**src/rtl/stream_demux_1to2_pkg.sv**
```systemverilog
// rtl/stream_demux_1to2_pkg.sv - shared constants and buffer state encoding for stream_demux_1to2
//
// Purpose: buffer depth, per-output buffer occupancy states and select encodings
//          used by stream_demux_1to2 and demux_skid_buf.
// Ports:   none (package).

package stream_demux_1to2_pkg;

    // Entries held by each per-output buffer.
    localparam logic [1:0] BUF_DEPTH = 2'd2;

    // Buffer occupancy doubles as the state encoding, so the state is the count.
    typedef enum logic [1:0] {
        BUF_EMPTY = 2'd0,
        BUF_ONE   = 2'd1,
        BUF_TWO   = 2'd2
    } buf_state_e;

    localparam logic SEL_OUT0 = 1'b0;
    localparam logic SEL_OUT1 = 1'b1;

endpackage

```
**src/rtl/demux_skid_buf.sv**
```systemverilog
// rtl/demux_skid_buf.sv - 2-entry FIFO feeding one demux output
//
// Purpose: holds up to two beats for one destination; head entry drives the output.
// Ports:
//   clk, rst        clock, synchronous active-high reset
//   push_i          write push_data_i this cycle (caller guarantees room)
//   push_data_i     beat to store
//   pop_i           head consumed this cycle (caller guarantees not empty)
//   count_o         registered occupancy 0..2
//   valid_o         head entry present
//   head_o          head entry payload

module demux_skid_buf
    import stream_demux_1to2_pkg::*;
#(
    parameter int WIDTH = 32
) (
    input  logic             clk,
    input  logic             rst,
    input  logic             push_i,
    input  logic [WIDTH-1:0] push_data_i,
    input  logic             pop_i,
    output logic [1:0]       count_o,
    output logic             valid_o,
    output logic [WIDTH-1:0] head_o
);

    buf_state_e       state_q, state_d;
    logic [WIDTH-1:0] head_q, head_d;
    logic [WIDTH-1:0] tail_q, tail_d;

    always_ff @(posedge clk) begin
        if (rst) begin
            state_q <= BUF_EMPTY;
            head_q  <= '0;
            tail_q  <= '0;
        end else begin
            state_q <= state_d;
            head_q  <= head_d;
            tail_q  <= tail_d;
        end
    end

    // Entries shift toward the head on pop, so the output is always head_q.
    always_comb begin
        state_d = state_q;
        head_d  = head_q;
        tail_d  = tail_q;
        unique case (state_q)
            BUF_EMPTY: begin
                if (push_i) begin
                    head_d  = push_data_i;
                    state_d = BUF_ONE;
                end
            end
            BUF_ONE: begin
                unique case ({push_i, pop_i})
                    2'b10: begin
                        tail_d  = push_data_i;
                        state_d = BUF_TWO;
                    end
                    2'b01:   state_d = BUF_EMPTY;
                    2'b11:   head_d  = push_data_i;
                    default: ;
                endcase
            end
            BUF_TWO: begin
                if (pop_i) begin
                    head_d = tail_q;
                    if (push_i) begin
                        tail_d = push_data_i;
                    end else begin
                        state_d = BUF_ONE;
                    end
                end
            end
            default: state_d = BUF_EMPTY;
        endcase
    end

    assign count_o = state_q;
    assign valid_o = (state_q != BUF_EMPTY);
    assign head_o  = head_q;

endmodule

```
**src/rtl/stream_demux_1to2.sv**
```systemverilog
// rtl/stream_demux_1to2.sv - registered 1-to-2 valid/ready stream demultiplexer
//
// Purpose: steers each input beat to output 0 or 1 by in_sel; each output has its
//          own 2-entry buffer so the two consumers back-pressure independently.
// Optional feature: STREAM_DEMUX_STATS_EN adds per-output delivered-beat counters.
// Ports:
//   clk, rst                        clock, synchronous active-high reset
//   in_valid/in_ready/in_sel/in_data   input stream, in_sel picks the destination
//   out0_valid/out0_ready/out0_data    output 0 stream
//   out1_valid/out1_ready/out1_data    output 1 stream
//   out0_cnt/out1_cnt               wrapping delivered-beat counters (stats build only)

module stream_demux_1to2
    import stream_demux_1to2_pkg::*;
#(
    parameter int WIDTH = 32
`ifdef STREAM_DEMUX_STATS_EN
    ,
    parameter int CNT_W = 16
`endif
) (
    input  logic             clk,
    input  logic             rst,
    input  logic             in_valid,
    output logic             in_ready,
    input  logic             in_sel,
    input  logic [WIDTH-1:0] in_data,
    output logic             out0_valid,
    input  logic             out0_ready,
    output logic [WIDTH-1:0] out0_data,
    output logic             out1_valid,
    input  logic             out1_ready,
    output logic [WIDTH-1:0] out1_data
`ifdef STREAM_DEMUX_STATS_EN
    ,
    output logic [CNT_W-1:0] out0_cnt,
    output logic [CNT_W-1:0] out1_cnt
`endif
);

    logic [1:0] count0, count1, sel_count;
    logic       accept, push0, push1, pop0, pop1;

    // Ready comes only from registered occupancy: a same-cycle pop from a full
    // buffer does not open the input, which keeps out*_ready off the in_ready path.
    assign sel_count = (in_sel == SEL_OUT1) ? count1 : count0;
    assign in_ready  = (sel_count < BUF_DEPTH);
    assign accept    = in_valid && in_ready;
    assign push0     = accept && (in_sel == SEL_OUT0);
    assign push1     = accept && (in_sel == SEL_OUT1);
    assign pop0      = out0_valid && out0_ready;
    assign pop1      = out1_valid && out1_ready;

    demux_skid_buf #(.WIDTH(WIDTH)) u_buf0 (
        .clk         (clk),
        .rst         (rst),
        .push_i      (push0),
        .push_data_i (in_data),
        .pop_i       (pop0),
        .count_o     (count0),
        .valid_o     (out0_valid),
        .head_o      (out0_data)
    );

    demux_skid_buf #(.WIDTH(WIDTH)) u_buf1 (
        .clk         (clk),
        .rst         (rst),
        .push_i      (push1),
        .push_data_i (in_data),
        .pop_i       (pop1),
        .count_o     (count1),
        .valid_o     (out1_valid),
        .head_o      (out1_data)
    );

`ifdef STREAM_DEMUX_STATS_EN
    logic [CNT_W-1:0] out0_cnt_q, out1_cnt_q;

    // Counters wrap naturally at 2^CNT_W.
    always_ff @(posedge clk) begin
        if (rst) begin
            out0_cnt_q <= '0;
            out1_cnt_q <= '0;
        end else begin
            if (pop0) out0_cnt_q <= out0_cnt_q + 1'b1;
            if (pop1) out1_cnt_q <= out1_cnt_q + 1'b1;
        end
    end

    assign out0_cnt = out0_cnt_q;
    assign out1_cnt = out1_cnt_q;
`endif

endmodule

```
**config.mk**
```make
export PLATFORM = sky130hd
export DESIGN_NAME = stream_demux_1to2
export DESIGN_NICKNAME = d
export VERILOG_FILES = /design/src/rtl/stream_demux_1to2_pkg.sv /design/src/rtl/demux_skid_buf.sv /design/src/rtl/stream_demux_1to2.sv
export SDC_FILE = /design/constraint.sdc
export NUM_CORES = 1
export LEC_CHECK = 0
export ABC_AREA = 1
export CAP_MARGIN = 10
export CORE_MARGIN = 10
export CORE_UTILIZATION = 58
export CTS_CLUSTER_SIZE = 10
export DETAILED_ROUTE_END_ITERATION = 8
export GPL_ROUTABILITY_DRIVEN = 0
export PLACE_DENSITY = 0.81
export SLEW_MARGIN = 20
export SYNTH_ARGS = -nofsm -noshare
export SYNTH_HDL_FRONTEND = slang
export SYNTH_HIERARCHICAL = 1
export SYNTH_SLANG_ARGS = --single-unit
```
**constraint.sdc**
```tcl
create_clock -name clk -period 5 [get_ports clk]
set_input_delay 0.75 -clock clk [delete_from_list [all_inputs] [get_ports clk]]
set_output_delay 0.75 -clock clk [all_outputs]
set_load 0.005 [all_outputs]
```
==> impl_metrics.yaml <==
clock_tree:
  cts_tree: "yes"
  hold_buffers: 0
  clk_latency_ns: 0.41
  cts_setup_buffers: 0
  clock_sinks: 132
  cts-root-buf: "clkbuf_16"
  cts_max_path_buffers: 2
  cts_buffers: 17
  cts_resized: 0
  clk_pin_slew_ns: 0.06
  htree_levels: 4
synthesis:
  synth_compound_area_share_pct: 4.855
  synth-seq-area-share_pct: 40.05
  post_synth.cell_area_avg_um2: 6.338
  synth-seq-cells: 132
  synth_fa_ha_area_share_pct: 1.138
  synth_area_um2: 6598
  yosys.area_share.simple_pct: 39.28
  synth_warnings: 6
  synth_xor_area_share_pct: 0
  syn-num-nets: 1085
  synth_top_family_by_area: "simple AND/OR/NAND/NOR gates"
  synth_cell_types: 22
  synth.area.mux_share_pct: 0
  synthCells: 1041
worst_setup_path:
  crit_path_frequent_cell: "nor2_1"
  worstRegToRegCells: 10
  slowest_delay_ns: 0.75
  path_max_fanout: 33
  reg2reg_to: "u_buf0/tail_q[26]"
  startpoint_type: "input pin"
  path_buf_inv: 2
  slowest_stage: "and2_2"
  rrSetupSlack_ns: 2.27
  worstPathRequired_ns: 5.30
  arrival_ns: 3.31
  crit_family: "simple AND/OR/NAND/NOR gates"
  crit_type: "input pin to flop"
  critPathCaptureType: "flop"
  r2r-start: "u_buf0/count_o[1]"
  crit_path_cell_trace: "clkdlybuf4s50_1 > inv_1 > nand2_2 > nor2_2 > ha_1 > nand3_2 > and2_2 > nor2_1 > nor2_1"
place:
  pre_cts_ws_ns: 1.584
  port_buffers: 104
  dpl.hpwl_mm: 9.342
  place_area_um2: 7433
timing:
  finalSetupViolations: 0
  finalSetupTns_ns: 0
  clock.fmax_mhz: 333.0
  slew_headroom_pct: 43.40
  finClkSkew_ns: 0.007375
  finalWorstSetupSlack_ns: 1.997
  min_period_ns: 3.003
  hold_violations: 0
  period_share_pct: 60.07
  rsz0062_at_grt: "false"
  worstMarginPinSlew_ns: 0.8491
  drv_slew: 0
floorplanning:
  die_x_um: 126.7
  rows: 38
  die_area_um2: 16040
  io_pins: 105
  core_um2: 10980
  die_h_um: 126.7
  start_util_pct: 60.07
power:
  irDropWorstVdd_mv: 0.5754
  p_leak_nw: 4.007
  power_density_nw_per_um2: 595.7
detailed_routing:
  detail_route.first_pass.iterations: 5
  vias_per_cell: 4.814
  route.detailed.drc: 0
  drt-initial-drc-count: 463
  ant_nets: 0
  post_drt_wl_per_cell_um: 12.98
  vias: 6056
  drt_wl_total_mm: 16.32
global_routing:
  grt_pass1_wl_mm: 26.89
  antenna_found_initial: 0
  overflow: 0
  gr-usage-all-layers_pct: 19.95
  grt_pass1_vias: 5552
  grt_max_degree: 67
finish:
  nets: 1150
  layout_common_cells: "278 x nand2_1, 247 x nor2_1, 139 x inv_1, 132 x dfxtp_1, 104 x clkdlybuf4s50_1"
  post-route-cell-area_um2: 8023
  drive_above_1_share_pct: 6.440
  fillers: 918
  diodes: 0
  layout_commonest_cell: "nand2_1"
  area_delta_synth_final_pct: 21.60
run_status:
  outcome: "completed"
min_path:
  min_path_cells: 4
  hp-class: "flop to flop"
  hp-start: "u_buf1/head_o[31]"
  hold_end: "u_buf1/head_o[31]"
job:
  cap_violations: 0
-- sequential cells by signal, summed over array words and instances (netlist names) --
signal          count
u_buf0/head_o      32
u_buf1/head_o      32
u_buf0/tail_q      32
u_buf0/count_o      2
u_buf1/tail_q      32
u_buf1/count_o      2
-- layer usage --
layer / vias to the layer above / track usage [%] / wire length (um)
met5: - / 0 / 0
met4: 0 / 7.636 / 166
met3: 12 / 5.623 / 1017
met2: 160 / 31.74 / 7494
met1: 2665 / 25.08 / 7644
li1: 3219 / - / -
-- Yosys cell counts --
cell | count | area, um2
nand2_2 | 3 | 18.77
buf_6 | 18 | 202.7
nand3_1 | 70 | 350.3
ha_1 | 6 | 75.07
nand4_2 | 2 | 25.02
nand3_4 | 2 | 35.03
buf_4 | 6 | 45.04
clkinv_1 | 1 | 3.750
nand3_2 | 2 | 20.02
inv_4 | 2 | 12.51
clkbuf_1 | 16 | 60.06
dfxtp_1 | 132 | 2643
nand3b_1 | 2 | 15.01
nor2_2 | 23 | 143.9
and2_1 | 2 | 12.51
nor2_1 | 247 | 927.1
o21ai_0 | 64 | 320.3
inv_2 | 2 | 7.510
inv_1 | 141 | 529.3
buf_1 | 2 | 7.510
nand2_1 | 278 | 1044
buf_2 | 20 | 100.1
-- cells by family (layout without fill, tap and decap cells) --
group | count (synthesis) | count (layout)
simple gates | 631 | 631
compound gates | 64 | 64
flops | 132 | 132
fa+ha+maj | 6 | 6
buf+inv | 208 | 285
-- power by group --
group / switching (mW) / leakage (nW) / internal, mW / total [mW]
logic: 1.06 / 2.65 / 0.900 / 1.96
clock network: 0.455 / 0.275 / 0.770 / 1.23
registers: 0.185 / 1.08 / 1.41 / 1.59
-- worst min-delay path, cell delays in order (launching register included) --
cell,delay (ns)
dfxtp_1,0.30
inv_1,0.04
nand2_1,0.04
nand2_1,0.05
nor2_1,0.03
-- worst max path at each step --
stage | to | slack, ns | from | cells after the start
after floorplan | u_buf1/tail_q[10] | 3.01 | in_valid | 9
after global placement | u_buf0/tail_q[16] | 1.63 | in_sel | 9
after detailed placement | u_buf0/tail_q[13] | 1.58 | in_sel | 9
after CTS | u_buf0/tail_q[20] | 1.99 | in_sel | 9
after global routing | u_buf0/tail_q[15] | 1.77 | in_sel | 9
final | u_buf0/tail_q[20] | 2.00 | in_sel | 9
-- stage by stage --
| step | util, % | power, mW | cells | hold WS, ns |
|---|---|---|---|---|
| 2_1_floorplan | - | 2.831 | 1041 | 0.5053 |
| 3_3_place_gp | 67.66 | 3.531 | 1227 | 0.4982 |
| 3_5_place_dp | 67.68 | 3.554 | 1227 | 0.4988 |
| 4_1_cts | 72.96 | 4.808 | 1258 | 0.5095 |
| 5_1_grt | 73.05 | 5.162 | 1258 | 0.5299 |
| 6_report | 73.05 | 4.779 | 1258 | 0.5090 |
-- cell type report --
cell class	count	area (um2)	share of cell area (%)
Clock inverter	8	101.3	1.263
Sequential cell	132	2643	32.94
Multi-Input combinational cell	701	2999	37.38
Clock buffer	23	478.0	5.958
Timing Repair Buffer	108	1071	13.35
Inverter	146	555.5	6.925
Tap cell	140	175.2	2.183
(Power assumes the default switching activity.)
